--- src/rtl/axi3_icn_pkg.sv ---
// Shared state, target and response encodings for the AXI3 interconnect family.
// Used by both the read and the write interconnects.
package axi3_icn_pkg;

    typedef enum logic [1:0] {IDLE, ADDR, DATA, DERR} icn_state_t;
    typedef enum logic [1:0] {TGT_S0, TGT_S1, TGT_NONE} tgt_t;

    localparam logic [1:0] RESP_OKAY   = 2'b00;
    localparam logic [1:0] RESP_SLVERR = 2'b10;
    localparam logic [1:0] RESP_DECERR = 2'b11;

    localparam logic [1:0] BURST_FIXED = 2'b00;
    localparam logic [1:0] BURST_INCR  = 2'b01;
    localparam logic [1:0] BURST_WRAP  = 2'b10;

    // The top address nibble picks the slave; anything else gets a local DECERR.
    function automatic tgt_t decode_target(input logic [3:0] region,
                                           input logic [3:0] s0_base,
                                           input logic [3:0] s1_base);
        if (region == s0_base)
            return TGT_S0;
        else if (region == s1_base)
            return TGT_S1;
        else
            return TGT_NONE;
    endfunction

endpackage

--- src/rtl/axi3_read_interconnect_if.sv ---
// AXI3 read-path bundle (AR + R channels) for one master or slave attachment.
// The interconnect sees its masters through the slave modport and vice versa.
interface axi3_read_interconnect_if #(
    parameter int ADDR_W = 32,
    parameter int DATA_W = 32
) ();

    logic [ADDR_W-1:0] ARADDR;
    logic              ARVALID;
    logic              ARREADY;
    logic [3:0]        ARLEN;
    logic [2:0]        ARSIZE;
    logic [1:0]        ARBURST;
    logic [DATA_W-1:0] RDATA;
    logic [1:0]        RRESP;
    logic              RVALID;
    logic              RREADY;
    logic              RLAST;

    modport master (
        output ARADDR, ARVALID, ARLEN, ARSIZE, ARBURST, RREADY,
        input  ARREADY, RDATA, RRESP, RVALID, RLAST
    );

    modport slave (
        input  ARADDR, ARVALID, ARLEN, ARSIZE, ARBURST, RREADY,
        output ARREADY, RDATA, RRESP, RVALID, RLAST
    );

endinterface

--- src/rtl/axi3_rr_arbiter_2.sv ---
// Two-way round-robin arbiter; on contention the master that did not win last time wins.
// last_grant resets to 1 so master 0 wins the first contention.
module axi3_rr_arbiter_2 (
    input  logic       ACLK,
    input  logic       ARESETn,
    input  logic [1:0] req,
    input  logic       advance,
    output logic       grant_valid,
    output logic       grant_id
);

    logic last_grant;

    always_comb begin
        grant_valid = |req;
        grant_id    = 1'b0;
        if (req == 2'b11)
            grant_id = ~last_grant;
        else if (req == 2'b10)
            grant_id = 1'b1;
    end

    always_ff @(posedge ACLK) begin
        if (!ARESETn)
            last_grant <= 1'b1;
        else if (advance)
            last_grant <= grant_id;
    end

endmodule

--- src/rtl/axi3_read_interconnect.sv ---
// 2x2 AXI3 read interconnect: round-robin AR grant, one burst in flight, local DECERR responder.
// Optional AXI3_RD_RLAST_GEN_EN: generate RLAST from the beat counter and flag slave RLAST mismatches.
module axi3_read_interconnect
    import axi3_icn_pkg::*;
#(
    parameter int         ADDR_W  = 32,
    parameter int         DATA_W  = 32,
    parameter logic [3:0] S0_BASE = 4'h0,
    parameter logic [3:0] S1_BASE = 4'h1
) (
    input  logic                      ACLK,
    input  logic                      ARESETn,
    axi3_read_interconnect_if.slave   m0,
    axi3_read_interconnect_if.slave   m1,
    axi3_read_interconnect_if.master  s0,
    axi3_read_interconnect_if.master  s1,
    output logic                      PROT_ERR
);

    icn_state_t state, state_next;

    logic              grant_valid, grant_id, grant_take;
    logic              mst;
    tgt_t              tgt, req_tgt;
    logic              tgt_idx;
    logic [ADDR_W-1:0] ar_addr, req_addr;
    logic [3:0]        ar_len, req_len, beat_cnt;
    logic [2:0]        ar_size, req_size;
    logic [1:0]        ar_burst, req_burst;

    logic              m_rready, s_arready, s_rvalid, s_rlast;
    logic [DATA_W-1:0] s_rdata;
    logic [1:0]        s_rresp;
    logic              cnt_last, burst_last, beat_hs, cnt_step;

    logic [1:0]        m_arready, s_arvalid, s_rready;
    logic              r_valid, r_last;
    logic [DATA_W-1:0] r_data;
    logic [1:0]        r_resp;

    axi3_rr_arbiter_2 u_arb (
        .ACLK        (ACLK),
        .ARESETn     (ARESETn),
        .req         ({m1.ARVALID, m0.ARVALID}),
        .advance     (grant_take),
        .grant_valid (grant_valid),
        .grant_id    (grant_id)
    );

    assign grant_take = (state == IDLE) && grant_valid;
    assign req_addr   = grant_id ? m1.ARADDR  : m0.ARADDR;
    assign req_len    = grant_id ? m1.ARLEN   : m0.ARLEN;
    assign req_size   = grant_id ? m1.ARSIZE  : m0.ARSIZE;
    assign req_burst  = grant_id ? m1.ARBURST : m0.ARBURST;
    assign req_tgt    = decode_target(req_addr[ADDR_W-1 -: 4], S0_BASE, S1_BASE);

    assign tgt_idx   = (tgt == TGT_S1);
    assign m_rready  = mst ? m1.RREADY : m0.RREADY;
    assign s_arready = tgt_idx ? s1.ARREADY : s0.ARREADY;
    assign s_rvalid  = tgt_idx ? s1.RVALID  : s0.RVALID;
    assign s_rlast   = tgt_idx ? s1.RLAST   : s0.RLAST;
    assign s_rdata   = tgt_idx ? s1.RDATA   : s0.RDATA;
    assign s_rresp   = tgt_idx ? s1.RRESP   : s0.RRESP;
    assign cnt_last  = (beat_cnt == ar_len);
    assign beat_hs   = s_rvalid && m_rready;

`ifdef AXI3_RD_RLAST_GEN_EN
    assign burst_last = cnt_last;
    assign cnt_step   = ((state == DATA) && beat_hs) || ((state == DERR) && m_rready);
`else
    assign burst_last = s_rlast;
    assign cnt_step   = (state == DERR) && m_rready;
`endif

    always_ff @(posedge ACLK) begin
        if (!ARESETn)
            state <= IDLE;
        else
            state <= state_next;
    end

    always_comb begin
        state_next = state;
        case (state)
            IDLE:    if (grant_valid) state_next = (req_tgt == TGT_NONE) ? DERR : ADDR;
            ADDR:    if (s_arready) state_next = DATA;
            DATA:    if (beat_hs && burst_last) state_next = IDLE;
            DERR:    if (m_rready && cnt_last) state_next = IDLE;
            default: state_next = IDLE;
        endcase
    end

    // Request fields are captured in the grant cycle so the slave sees a stable AR.
    always_ff @(posedge ACLK) begin
        if (!ARESETn) begin
            mst      <= 1'b0;
            tgt      <= TGT_NONE;
            ar_addr  <= '0;
            ar_len   <= '0;
            ar_size  <= '0;
            ar_burst <= '0;
            beat_cnt <= '0;
        end else if (grant_take) begin
            mst      <= grant_id;
            tgt      <= req_tgt;
            ar_addr  <= req_addr;
            ar_len   <= req_len;
            ar_size  <= req_size;
            ar_burst <= req_burst;
            beat_cnt <= '0;
        end else if (cnt_step) begin
            beat_cnt <= cnt_last ? 4'd0 : beat_cnt + 4'd1;
        end
    end

`ifdef AXI3_RD_RLAST_GEN_EN
    always_ff @(posedge ACLK) begin
        if (!ARESETn)
            PROT_ERR <= 1'b0;
        else if ((state == DATA) && beat_hs && (s_rlast != cnt_last))
            PROT_ERR <= 1'b1;
    end
`else
    assign PROT_ERR = 1'b0;
`endif

    always_comb begin
        m_arready = '0;
        s_arvalid = '0;
        s_rready  = '0;
        r_valid   = 1'b0;
        r_data    = '0;
        r_resp    = RESP_OKAY;
        r_last    = 1'b0;
        case (state)
            IDLE: if (grant_valid && ARESETn) m_arready[grant_id] = 1'b1;
            ADDR: s_arvalid[tgt_idx] = 1'b1;
            DATA: begin
                r_valid           = s_rvalid;
                r_data            = s_rdata;
                r_resp            = s_rresp;
                r_last            = burst_last;
                s_rready[tgt_idx] = m_rready;
            end
            DERR: begin
                r_valid = 1'b1;
                r_resp  = RESP_DECERR;
                r_last  = cnt_last;
            end
            default: ;
        endcase
    end

    assign m0.ARREADY = m_arready[0];
    assign m1.ARREADY = m_arready[1];
    assign m0.RVALID  = r_valid && !mst;
    assign m1.RVALID  = r_valid && mst;
    assign m0.RLAST   = r_last && !mst;
    assign m1.RLAST   = r_last && mst;
    assign m0.RDATA   = mst ? '0 : r_data;
    assign m1.RDATA   = mst ? r_data : '0;
    assign m0.RRESP   = mst ? 2'b00 : r_resp;
    assign m1.RRESP   = mst ? r_resp : 2'b00;

    assign s0.ARVALID = s_arvalid[0];
    assign s1.ARVALID = s_arvalid[1];
    assign s0.RREADY  = s_rready[0];
    assign s1.RREADY  = s_rready[1];
    assign s0.ARADDR  = ar_addr;
    assign s1.ARADDR  = ar_addr;
    assign s0.ARLEN   = ar_len;
    assign s1.ARLEN   = ar_len;
    assign s0.ARSIZE  = ar_size;
    assign s1.ARSIZE  = ar_size;
    assign s0.ARBURST = ar_burst;
    assign s1.ARBURST = ar_burst;

endmodule

--- src/flat_wrapper.sv ---
// flat-port wrapper written by rule: the top's interface ports become plain ports
module axi3_read_interconnect_flat import axi3_icn_pkg::*;
#(
    parameter int         ADDR_W  = 32,
    parameter int         DATA_W  = 32,
    parameter logic [3:0] S0_BASE = 4'h0,
    parameter logic [3:0] S1_BASE = 4'h1
)
  (ACLK, ARESETn, PROT_ERR, m0_ARADDR, m0_ARVALID, m0_ARLEN, m0_ARSIZE, m0_ARBURST, m0_RREADY, m0_ARREADY, m0_RDATA, m0_RRESP, m0_RVALID, m0_RLAST, m1_ARADDR, m1_ARVALID, m1_ARLEN, m1_ARSIZE, m1_ARBURST, m1_RREADY, m1_ARREADY, m1_RDATA, m1_RRESP, m1_RVALID, m1_RLAST, s0_ARADDR, s0_ARVALID, s0_ARLEN, s0_ARSIZE, s0_ARBURST, s0_RREADY, s0_ARREADY, s0_RDATA, s0_RRESP, s0_RVALID, s0_RLAST, s1_ARADDR, s1_ARVALID, s1_ARLEN, s1_ARSIZE, s1_ARBURST, s1_RREADY, s1_ARREADY, s1_RDATA, s1_RRESP, s1_RVALID, s1_RLAST);
  axi3_read_interconnect_if #(.ADDR_W(ADDR_W), .DATA_W(DATA_W)) m0_i ();
  axi3_read_interconnect_if #(.ADDR_W(ADDR_W), .DATA_W(DATA_W)) m1_i ();
  axi3_read_interconnect_if #(.ADDR_W(ADDR_W), .DATA_W(DATA_W)) s0_i ();
  axi3_read_interconnect_if #(.ADDR_W(ADDR_W), .DATA_W(DATA_W)) s1_i ();
  input  logic ACLK;
  input  logic ARESETn;
  output logic PROT_ERR;
  input wire logic [$bits(m0_i.ARADDR)-1:0] m0_ARADDR;
  input wire logic [$bits(m0_i.ARVALID)-1:0] m0_ARVALID;
  input wire logic [$bits(m0_i.ARLEN)-1:0] m0_ARLEN;
  input wire logic [$bits(m0_i.ARSIZE)-1:0] m0_ARSIZE;
  input wire logic [$bits(m0_i.ARBURST)-1:0] m0_ARBURST;
  input wire logic [$bits(m0_i.RREADY)-1:0] m0_RREADY;
  output wire logic [$bits(m0_i.ARREADY)-1:0] m0_ARREADY;
  output wire logic [$bits(m0_i.RDATA)-1:0] m0_RDATA;
  output wire logic [$bits(m0_i.RRESP)-1:0] m0_RRESP;
  output wire logic [$bits(m0_i.RVALID)-1:0] m0_RVALID;
  output wire logic [$bits(m0_i.RLAST)-1:0] m0_RLAST;
  input wire logic [$bits(m1_i.ARADDR)-1:0] m1_ARADDR;
  input wire logic [$bits(m1_i.ARVALID)-1:0] m1_ARVALID;
  input wire logic [$bits(m1_i.ARLEN)-1:0] m1_ARLEN;
  input wire logic [$bits(m1_i.ARSIZE)-1:0] m1_ARSIZE;
  input wire logic [$bits(m1_i.ARBURST)-1:0] m1_ARBURST;
  input wire logic [$bits(m1_i.RREADY)-1:0] m1_RREADY;
  output wire logic [$bits(m1_i.ARREADY)-1:0] m1_ARREADY;
  output wire logic [$bits(m1_i.RDATA)-1:0] m1_RDATA;
  output wire logic [$bits(m1_i.RRESP)-1:0] m1_RRESP;
  output wire logic [$bits(m1_i.RVALID)-1:0] m1_RVALID;
  output wire logic [$bits(m1_i.RLAST)-1:0] m1_RLAST;
  output wire logic [$bits(s0_i.ARADDR)-1:0] s0_ARADDR;
  output wire logic [$bits(s0_i.ARVALID)-1:0] s0_ARVALID;
  output wire logic [$bits(s0_i.ARLEN)-1:0] s0_ARLEN;
  output wire logic [$bits(s0_i.ARSIZE)-1:0] s0_ARSIZE;
  output wire logic [$bits(s0_i.ARBURST)-1:0] s0_ARBURST;
  output wire logic [$bits(s0_i.RREADY)-1:0] s0_RREADY;
  input wire logic [$bits(s0_i.ARREADY)-1:0] s0_ARREADY;
  input wire logic [$bits(s0_i.RDATA)-1:0] s0_RDATA;
  input wire logic [$bits(s0_i.RRESP)-1:0] s0_RRESP;
  input wire logic [$bits(s0_i.RVALID)-1:0] s0_RVALID;
  input wire logic [$bits(s0_i.RLAST)-1:0] s0_RLAST;
  output wire logic [$bits(s1_i.ARADDR)-1:0] s1_ARADDR;
  output wire logic [$bits(s1_i.ARVALID)-1:0] s1_ARVALID;
  output wire logic [$bits(s1_i.ARLEN)-1:0] s1_ARLEN;
  output wire logic [$bits(s1_i.ARSIZE)-1:0] s1_ARSIZE;
  output wire logic [$bits(s1_i.ARBURST)-1:0] s1_ARBURST;
  output wire logic [$bits(s1_i.RREADY)-1:0] s1_RREADY;
  input wire logic [$bits(s1_i.ARREADY)-1:0] s1_ARREADY;
  input wire logic [$bits(s1_i.RDATA)-1:0] s1_RDATA;
  input wire logic [$bits(s1_i.RRESP)-1:0] s1_RRESP;
  input wire logic [$bits(s1_i.RVALID)-1:0] s1_RVALID;
  input wire logic [$bits(s1_i.RLAST)-1:0] s1_RLAST;
  assign m0_i.ARADDR = m0_ARADDR;
  assign m0_i.ARVALID = m0_ARVALID;
  assign m0_i.ARLEN = m0_ARLEN;
  assign m0_i.ARSIZE = m0_ARSIZE;
  assign m0_i.ARBURST = m0_ARBURST;
  assign m0_i.RREADY = m0_RREADY;
  assign m0_ARREADY = m0_i.ARREADY;
  assign m0_RDATA = m0_i.RDATA;
  assign m0_RRESP = m0_i.RRESP;
  assign m0_RVALID = m0_i.RVALID;
  assign m0_RLAST = m0_i.RLAST;
  assign m1_i.ARADDR = m1_ARADDR;
  assign m1_i.ARVALID = m1_ARVALID;
  assign m1_i.ARLEN = m1_ARLEN;
  assign m1_i.ARSIZE = m1_ARSIZE;
  assign m1_i.ARBURST = m1_ARBURST;
  assign m1_i.RREADY = m1_RREADY;
  assign m1_ARREADY = m1_i.ARREADY;
  assign m1_RDATA = m1_i.RDATA;
  assign m1_RRESP = m1_i.RRESP;
  assign m1_RVALID = m1_i.RVALID;
  assign m1_RLAST = m1_i.RLAST;
  assign s0_ARADDR = s0_i.ARADDR;
  assign s0_ARVALID = s0_i.ARVALID;
  assign s0_ARLEN = s0_i.ARLEN;
  assign s0_ARSIZE = s0_i.ARSIZE;
  assign s0_ARBURST = s0_i.ARBURST;
  assign s0_RREADY = s0_i.RREADY;
  assign s0_i.ARREADY = s0_ARREADY;
  assign s0_i.RDATA = s0_RDATA;
  assign s0_i.RRESP = s0_RRESP;
  assign s0_i.RVALID = s0_RVALID;
  assign s0_i.RLAST = s0_RLAST;
  assign s1_ARADDR = s1_i.ARADDR;
  assign s1_ARVALID = s1_i.ARVALID;
  assign s1_ARLEN = s1_i.ARLEN;
  assign s1_ARSIZE = s1_i.ARSIZE;
  assign s1_ARBURST = s1_i.ARBURST;
  assign s1_RREADY = s1_i.RREADY;
  assign s1_i.ARREADY = s1_ARREADY;
  assign s1_i.RDATA = s1_RDATA;
  assign s1_i.RRESP = s1_RRESP;
  assign s1_i.RVALID = s1_RVALID;
  assign s1_i.RLAST = s1_RLAST;
  axi3_read_interconnect #(.ADDR_W(ADDR_W), .DATA_W(DATA_W), .S0_BASE(S0_BASE), .S1_BASE(S1_BASE)) u_core (.ACLK(ACLK), .ARESETn(ARESETn), .m0(m0_i), .m1(m1_i), .s0(s0_i), .s1(s1_i), .PROT_ERR(PROT_ERR));
endmodule
--- config.mk ---
export PLATFORM = sky130hd
export DESIGN_NAME = axi3_read_interconnect_flat
export DESIGN_NICKNAME = d
export VERILOG_FILES = /design/src/rtl/axi3_icn_pkg.sv /design/src/rtl/axi3_read_interconnect_if.sv /design/src/rtl/axi3_rr_arbiter_2.sv /design/src/rtl/axi3_read_interconnect.sv /design/src/flat_wrapper.sv
export SDC_FILE = /design/constraint.sdc
export NUM_CORES = 1
export LEC_CHECK = 0
export ABC_AREA = 1
export BUFFER_PORTS_ARGS = -buffer_cell sky130_fd_sc_hd__buf_2
export CAP_MARGIN = 0
export CORE_AREA = 4 4 124 126
export DETAILED_ROUTE_END_ITERATION = 10
export DIE_AREA = 0 0 128 130
export SYNTH_ARGS = -nofsm -noshare
export SYNTH_HDL_FRONTEND = slang
export SYNTH_HIERARCHICAL = 1
export SYNTH_SLANG_ARGS = --single-unit
--- constraint.sdc ---
create_clock -name ACLK -period 1.9 [get_ports ACLK]
set_input_delay 0.285 -clock ACLK [delete_from_list [all_inputs] [get_ports ACLK]]
set_output_delay 0.285 -clock ACLK [all_outputs]
set_load 0.1 [all_outputs]
==> run metrics, run 1 <==
outcome=complete, but fails checks; failing checks=negative setup slack; Cells after Synth=517; Post-synth ARST share=0%; # rows=44; die area=16600 sq um; Hold Crit Start=m0_ARADDR[8]; CP startpoint kind=flop; CP Capture Type=primary output; post-synth top area cell=dfxtp_1; port bufs=321; Worst Reg2Reg Path Length in Cells=10; crit path max fanout=7; sequential share of the synthesized area=28.8%; Residual DRC=0; mean post-synth cell area=6.85 sq um; # hold bufs at CTS=0; worst reg2reg setup slack=0.18 ns; PwrDens=1130 nW/um^2; most frequent cells after synthesis=nand2_1 (138), nor2_1 (85), dfxtp_1 (51); Min Hold Slack=0.193 ns; core area=14300 sq um; area growth from synthesis to layout=106%; Syn Nets=680; gr ovfl total=0; clock buffer depth=2; wire per inst=17.4 microns; final worst path period need=2.05 ns; Arr. time, crit path=1.77 ns; EDFF count, synth=0; yosys warns=6; most frequent cell after synthesis=nand2_1; maxcap violations=0; terminus of the critical flop-to-flop path=u_core/s0.ARLEN[0]; DIE WIDTH=128 microns; first-pass detailed-route iteration total=4; Worst Max-Slew Pin Slew=0.711 ns; Skew-Pair Late Insertion Delay=0.29 ns; placed instance count=986; # clock sinks=51; Leakage=0.00362 uW; CTS tree=built; mapped cell area=3540 sq um; Peak Freq=487 MHz; synth top area cells=dfxtp_1 (29%), nand2_1 (15%), nor2_1 (9.0%); Crit path required time=1.62 ns; Yosys top cell area share=28.8%; total number of vias=4604; RSZ-0062 raised after global routing=yes; Routed Antenna Nets=0; Clock Tree Root=clkbuf_16; HP Class=in2reg; DP HPWL=13.8 mm; Hold Crit Endpoint=u_core/s0.ARADDR[8]; dominant synthesized flop cell=dfxtp_1; critical path type=reg2out; GPL Wtd Cong=0.823; PnR worst setup slack=-0.153 ns; Via-to-Cell Ratio=4.54; initial antenna violation count=0; CTS buffer count=5; VDD IR-drop max=625 uV; # H-tree levels=2; Nets=990; Cell variety after synth=36; Worst slew margin=52.6%; routed wire length=17.7 mm; final setup fails=62; I/O Pins=323; FF+latch count, synth=51; layout cells sized above 1=70.9%; RR Startpoint=u_core/state[1]; initial core utilization=24.8%; Die Ht=130 microns; DRT iter0 DRCs=147; crit share post-route=108%; CTS clock-pin slew for the worst setup and hold paths=0.07 ns; Post-Layout Cell Count=1013; first-pass GRT wire length=25.0 mm; pre-CTS setup slack=0.0262 ns; GRT Resource Usage Total=19.6%; Worst Skew=0.00380 ns; Hold Fails Final Rpt=0; vias in the first global route=4590; largest net degree at the start of global routing=38; Pwr Total=8260 uW; Slew Limit Fails=0; Hold Path Stages=3; fin util=50.9%
metrics by stage:
stage / TNS [ns] / cell area (sq um)
floorplan: -40.79 / 3660
global placement: 0 / 6420
detailed placement: 0 / 6420
CTS: -5.28 / 7160
global route: -8.34 / 7280
finish: -4.19 / 7290
power breakdown:
part           internal, uW  switching [uW]
clock network           561             393
registers              1260             160
logic                  1430            4460
total                  3250            5020
area by class of cell:
class / instances / area [sq um]
inverter: 33 / 136
tap: 184 / 230
sequential: 51 / 1050
clock inverter: 1 / 7.51
fill: 1353 / 7020
antenna: 2 / 5.00
clock buffer: 6 / 150
multi-input combinational: 365 / 2370
timing repair buffer: 371 / 3340
flip-flops by register name, summed over array words and instances (netlist names):
name	cells
u_core/u_arb/last_grant	1
u_core/beat_cnt	4
u_core/s0.ARBURST	2
u_core/s0.ARSIZE	3
u_core/state	2
u_core/s0.ARLEN	4
u_core/s0.ARADDR	32
u_core/tgt	2
u_core/mst	1
critical path, stage by stage (launching register included):
cell	delay, ns
dfxtp_2	0.33
inv_2	0.07
nand2_4	0.07
nor2_4	0.17
buf_12	0.13
buf_12	0.13
buf_6	0.11
a22oi_2	0.09
nor2_2	0.17
buf_12	0.20
layout by cell type, fill, tap and decap left out, types with 2 or more instances in the layout:
master     synthesis  final
buf_12             1     83
nor2_1            85     12
buf_4             42     29
buf_6              6      9
o211ai_1           5      5
a21oi_1            3      3
inv_4              0      3
a22oi_2            0     29
dfxtp_1           51     40
dfxtp_2            0      6
nand2_1          138    128
nand3_1           15     13
o21ai_2            0      2
dfxtp_4            0      5
nand3_2           28     30
inv_1             27     20
nor2_2             3     59
inv_2              5      9
buf_16             0      2
buf_2             10    243
a22o_1             2      2
a22oi_1           32      3
nor2_4             1     18
nor3_2             0      2
clkbuf_16          0      8
o21ai_1            1      2
o21ai_0            6      3
diode_2            0      2
nand2_2           30     36
buf_8              2      2
nand2_4            2      6
worst max path at each step:
stage,startpoint,endpoint,cells after the start
3_3_place_gp,m0_ARVALID,u_core/state[1],9
4_1_cts,u_core/state[0],m0_RDATA[25],9
6_report,u_core/state[0],m1_RDATA[17],9
3_5_place_dp,m0_ARVALID,u_core/state[1],9
2_1_floorplan,u_core/state[1],m0_RDATA[11],6
5_1_grt,u_core/state[0],m1_RDATA[14],9
logic make-up (layout without fill, tap and decap cells):
family	Yosys count	count (layout)	share of synthesized area [%]
buffers and inverters	101	411	17.9
muxes	1	1	0.282
xor gates and xnor gates	1	1	0.247
adders and majority gates	1	1	0.353
and+or+nand+nor	309	309	41.9
other	1	3	0.106
DFF	51	51	28.8
AOI/OAI and AO/OA	52	52	10.3
layer usage:
| metal | GRT usage (%) | up-vias | routed length (microns) |
|---|---|---|---|
| met5 | 0 | - | 0 |
| met4 | 5.74 | 0 | 418 |
| met3 | 8.56 | 20 | 2010 |
| met2 | 38.1 | 220 | 9640 |
| met1 | 18.5 | 2135 | 5600 |
| li1 | - | 2229 | - |
repair_timing:
action / 4_1_cts / 5_1_grt
hold endpoints to repair: 0 / 0
buffers inserted: 9 / 5
gates cloned: 4 / 2
gates resized for setup: 116 / 28
pin swaps: 37 / 52
setup endpoints to repair: 71 / 75
Note: power is estimated with default switching activity, not from simulation.
==> run 2, diff against run 1 <==
- CORE_AREA: 4 4 124 126 -> 4 4 123 125
- CTS_CLUSTER_DIAMETER: not set -> 30
- DIE_AREA: 0 0 128 130 -> 0 0 127 129
- clock period: 1.9 -> 2.4 ns (I/O delays scaled with it)
==> run 2 against run 1 <==
Effect of this change: the flow now finishes without violations; core utilization decreased by 4.3 points; power decreased by 25%; die area decreased by 1.5%; first-iteration DRC count decreased by 12%; clock-buffer cell count unchanged; global-route usage decreased by 2.9 points; clock power decreased by 15%; largest cell class unchanged; highest routed layer unchanged.
==> run metrics, run 2 (synthesized netlist as in run 1, its figures left out) <==
outcome=finished clean; Pwr Total=6180 uW (-25%); Leakage=0.00334 uW (-7.9%); Skew-Pair Late Insertion Delay=0.29 ns (about the same); CP max stage delay=0.42 ns (+0.09 ns); crit path max fanout=21 (+14); CTS buffer count=5 (unchanged); final setup fails=0 (-100%); Worst Max-Slew Pin Slew=0.496 ns (-0.215 ns); Worst Reg2Reg Path Length in Cells=9 (-1); Slew Limit Fails=0 (unchanged); DP HPWL=12.7 mm (-7.7%); PwrDens=954 nW/um^2 (-16%); GRT Resource Usage Total=16.7% (-2.9 points); layout cells sized above 1=62.3% (-8.6 points); Worst slew margin=66.6% (+14 points); vias in the first global route=3929 (-14%); CP max-delay cell=dfxtp_1; Die Ht=129 microns (-0.77%); pre-CTS setup slack=0.173 ns (+0.147 ns); gr ovfl total=0 (unchanged); largest net degree at the start of global routing=33 (-13%); DP Area=6250 sq um (-2.7%); total number of vias=4238 (-7.9%); DRT iter0 DRCs=129 (-12%); CP cell instances=inv_2 > nand2_1 > nor2_4 > buf_4 > a22oi_1 > nor2_2 > buf_12; CTS tree=built; routed wire length=14.9 mm (-16%); core area=13900 sq um (-3.0%); initial antenna violation count=1 (+1); commonest non-fill, non-tap cell in the layout=buf_2; wire per inst=15.3 microns (-12%); critical path type=reg2out; Largest register FFs=32 (unchanged); HP Class=in2reg; crit share post-route=94.3%; Hold Path Stages=3 (unchanged); # rows=43 (-2.3%); fin util=46.7% (-4.3 points); Crit path required time=2.04 ns (+0.42 ns); port bufs=321 (unchanged); design area=6480 sq um (-11%); Arr. time, crit path=1.90 ns (+0.13 ns); DIE WIDTH=127 microns (-0.78%); Clock Tree Root=clkbuf_16; CP startpoint kind=flop; GPL Wtd Cong=0.881 (+7.1%); # clock sinks=51 (unchanged); Nets=955 (-3.5%); RSZ-0062 raised after global routing=no; Peak Freq=442 MHz; first-pass GRT wire length=21.8 mm (-13%); clock buffer depth=2 (unchanged); most frequent cells in the layout=buf_2 (248), nand2_1 (138), buf_12 (74); Via-to-Cell Ratio=4.35 (-4.3%); initial core utilization=25.5% (+0.77 points); Residual DRC=0 (unchanged); # H-tree levels=2 (unchanged); Routed Antenna Nets=0 (unchanged); # hold bufs at CTS=0 (unchanged); final worst path period need=2.26 ns; first-pass detailed-route iteration total=4 (unchanged); PnR worst setup slack=0.138 ns (+0.291 ns); I/O Pins=323 (unchanged); area growth from synthesis to layout=82.8%; maxcap violations=0 (unchanged); CTS clock-pin slew for the worst setup and hold paths=0.07 ns (about the same); Hold Fails Final Rpt=0 (unchanged); CP Capture Type=primary output; VDD IR-drop max=724 uV (+16%); Worst Skew=0.0122 ns (+0.00844 ns); die area=16400 sq um (-1.5%)
==> run 2: cell types whose count changed in the layout (fill, tap and decap cells not counted), moves of 5 or more <==
cell and change:
dfxtp_4 -5, a22oi_2 -24, inv_1 +7, nor2_2 +10, nand2_2 -6, buf_2 +5, nor2_4 -14, a22oi_1 +24
buf_12 -9, dfxtp_1 +6, buf_6 -9, nand2_1 +10, buf_4 -16
==> run 2: cell type report <==
| cell class | count | area (sq um) |
|---|---|---|
| tap | 180 | 225 |
| sequential | 51 | 1030 |
| timing repair buffer | 336 | 2830 |
| fill | 1413 | 7400 |
| clock buffer | 6 | 129 |
| antenna | 1 | 2.50 |
| clock inverter | 2 | 38.8 |
| inverter | 33 | 125 |
| multi-input combinational | 365 | 2100 |
==> run 2: path summary, 6_finish.rpt <==
| kind | to | slack, ns | startpoint |
|---|---|---|---|
| max | m0_RDATA[14] | 0.14 | u_core/state[0] |
| max reg2reg | u_core/state[1] | 0.67 | u_core/u_arb/last_grant |
| min reg2reg | u_core/u_arb/last_grant | 0.48 | u_core/u_arb/last_grant |
| min | u_core/s0.ARADDR[14] | 0.26 | m0_ARADDR[14] |
==> run 2: metrics by stage <==
step | hold WS, ns | TNS (ns) | std cells
global placement | 0.466 | 0 | 963
floorplan | 0.449 | -1.42 | 517
detailed placement | 0.470 | 0 | 963
finish | 0.264 | 0 | 974
CTS | 0.257 | 0 | 973
global route | 0.265 | 0 | 974
==> run 2: layer usage <==
layer / part of all wire (%) / track usage [%]
met1: 43 / 22.0
met5: 0 / 0
met3: 5.1 / 2.57
met4: 2.0 / 4.92
met2: 50 / 28.3
==> run 2: worst max-delay path: cells and delay by family, from the launching register on <==
kind | cells | cell delay (ns)
simple gates | 3 | 0.39
buf+inv | 3 | 0.48
flops | 1 | 0.42
compound gates | 1 | 0.32
==> run 2: what timing repair did <==
item,in CTS,in global routing
setup endpoints to repair,42,9
buffers inserted,2,0
gates cloned,0,0
hold endpoints to repair,0,0
resized for setup,2,9
pin swaps,2,0
==> run 2: power breakdown <==
group          switching [uW]  internal, uW
Sequential                117           988
Combinational            3360           905
Clock                     315           497
Total                    3790          2390
==> run 3, diff against run 2 <==
- RECOVER_POWER: not set -> 100
==> run 3 against run 2 <==
Effect of this change: clock skew barely moved; global-route usage did not move; clock power about the same; cell area down 11%; non-clock buffer count did not move; first-iteration DRC count up 30%; largest power group unchanged; sequential power is essentially flat.
==> run metrics, run 3 (synthesized netlist as in run 1, its figures left out) <==
outcome=finished clean; final setup fails=0 (unchanged); combinational share of power=67.2% (-1.8 points); Largest register FFs=32 (unchanged); Worst slew margin=20.5% (-46 points); commonest non-fill, non-tap cell in the layout=buf_2; Residual DRC=0 (unchanged); sequential power share=18.9% (+1.0 points); DIE WIDTH=127 microns (unchanged); DRT iter0 DRCs=168 (+30%); Min Hold Slack=0.264 ns (-0.00000700 ns); Net Switching=3740 uW (-1.1%); GRT Resource Usage Total=16.7% (unchanged); most frequent cells in the layout=buf_2 (162), nand2_1 (140), clkbuf_1 (84); core area=13900 sq um (unchanged); crit-path leading delay family=buffers and inverters; PnR worst setup slack=0.124 ns (-0.0137 ns); Nets=955 (unchanged); Pint=2120 uW (-11%); Worst Max-Slew Pin Slew=1.20 ns (+0.702 ns); CP cell instances=inv_2 > nand2_1 > nor2_4 > buf_4 > a22oi_1 > nor2_2 > buf_4; die area=16400 sq um (unchanged); first-pass detailed-route iteration total=4 (unchanged); CP Buf/Inv Count=3 (unchanged); RSZ-0062 raised after global routing=no; Crit path required time=2.04 ns (about the same); Leakage=0.00285 uW (-14%); CP startpoint kind=flop; Via-to-Cell Ratio=4.36 (+0.24%); GPL Wtd Cong=0.881 (unchanged); FILL cells=1564 (+11%); port bufs=321 (unchanged); Hold Fails Final Rpt=0 (unchanged); first-pass GRT wire length=21.8 mm (unchanged); Clock Tree Root=clkbuf_16; gr ovfl total=0 (unchanged); Die Ht=129 microns (unchanged); HP Class=in2reg; critical path type=reg2out; CP dominant cell by count=buf_4; vias in the first global route=3929 (unchanged); # H-tree levels=2 (unchanged); pre-CTS setup slack=0.173 ns (unchanged); wire per inst=15.4 microns (+0.95%); Worst Skew=0.0118 ns (-0.000471 ns); crit path max fanout=21 (unchanged); layout cells sized above 1=50.8% (-11 points); clock buffer depth=2 (unchanged); worst reg2reg setup slack=0.21 ns (-0.46 ns); CP Capture Type=primary output; total number of vias=4248 (+0.24%); Routed Antenna Nets=0 (unchanged); # hold bufs at CTS=0 (unchanged); terminus of the critical flop-to-flop path=u_core/s0.ARADDR[30]; Worst Reg2Reg Path Length in Cells=7 (-2); CTS clock-pin slew for the worst setup and hold paths=0.07 ns (about the same); initial core utilization=25.5% (unchanged); Hold Path Stages=3 (unchanged); maxcap violations=0 (unchanged); design area=5740 sq um (-11%); I/O Pins=323 (unchanged); DP HPWL=12.7 mm (unchanged); initial antenna violation count=1 (unchanged); CTS tree=built; largest net degree at the start of global routing=33 (unchanged); area growth from synthesis to layout=62.1%; Skew-Pair Late Insertion Delay=0.29 ns (about the same); CP max stage delay=0.34 ns (-0.08 ns); Pwr Total=5870 uW (-5.0%); Hold Crit Start=m0_ARADDR[14]; PwrDens=1020 nW/um^2 (+7.1%); Hold Crit Endpoint=u_core/s0.ARADDR[14]; # rows=43 (unchanged); VDD IR-drop max=686 uV (-5.2%); Peak Freq=439 MHz (-0.60%); RR Startpoint=u_core/state[1]; Sw Ratio=63.8% (+2.5 points); CTS buffer count=5 (unchanged); final worst path period need=2.28 ns (+0.0137 ns); power share of the clock group=13.9% (+0.8 points); routed wire length=15.0 mm (+0.95%); Arr. time, crit path=1.92 ns (+0.02 ns); DP Area=6250 sq um (unchanged); crit share post-route=94.8% (+0.57 points); TNS Setup=0 ns (unchanged); Slew Limit Fails=0 (unchanged); CP max-delay cell=dfxtp_1; # clock sinks=51 (unchanged)
## run 3: changes by cell type in the layout (fill, tap and decap cells not counted), sizes merged
| cell | previous run | this run |
|---|---|---|
| buf | 335 | 244 |
| clkbuf | 7 | 98 |
| clkinv | 1 | 0 |
| inv | 33 | 34 |
## run 3: layout make-up
type | count | area [sq um] | share of cell area (%)
Inverter | 33 | 124 | 2.16
Sequential cell | 51 | 1030 | 17.9
Clock buffer | 6 | 129 | 2.24
Timing Repair Buffer | 336 | 2130 | 37.1
Antenna cell | 1 | 2.50 | 0.0436
Clock inverter | 2 | 38.8 | 0.675
Tap cell | 180 | 225 | 3.92
Multi-Input combinational cell | 365 | 2060 | 35.9
## run 3: tightest hold or removal path, delay by kind of cell
| family | cells | cell delay, ns |
|---|---|---|
| AND/OR/NAND/NOR | 2 | 0.09 |
| buffers and inverters | 1 | 0.08 |
## run 3: how the worst max path moves through the flow
stage | start | endpoint | slack [ns] | cells after the start
floorplan | m0_RREADY | s0_RREADY | -0.65 | 4
global placement | u_core/state[0] | m0_RDATA[19] | 0.22 | 7
detailed placement | u_core/state[0] | m0_RDATA[19] | 0.17 | 7
CTS | u_core/tgt[1] | m0_RVALID | 0.04 | 8
global route | u_core/state[0] | m0_RDATA[8] | 0.006 | 7
finish | u_core/state[0] | m0_RDATA[6] | 0.12 | 7
## run 3: through the flow
step           std cells  util (%)
2_1_floorplan        517         -
3_3_place_gp         963      45.0
3_5_place_dp         963      45.0
4_1_cts              973      46.4
5_1_grt              974      41.4
6_report             974      41.4
## run 3: per-layer routing
| layer | vias up | GRT usage (%) | wire length, microns |
|---|---|---|---|
| met3 | 16 | 2.57 | 822 |
| li1 | 2153 | - | - |
| met1 | 1910 | 22.0 | 6390 |
| met5 | - | 0 | 0 |
| met4 | 0 | 4.92 | 262 |
| met2 | 169 | 28.3 | 7550 |
## run 3: repair_timing
item	CTS	global route
pin swaps	2	0
setup endpoints to repair	42	9
hold endpoints to repair	0	0
setup buffers	2	0
gates cloned	0	0
resized for setup	2	9
## run 3: power by group through the flow
stage	Clock (uW)	Combinational, uW	Sequential (uW)
6_report	813	3940	1110
5_1_grt	864	4080	1140
4_1_cts	840	4270	1110
3_5_place_dp	0	4260	1120
3_3_place_gp	0	4250	1120
2_1_floorplan	0	2580	1940
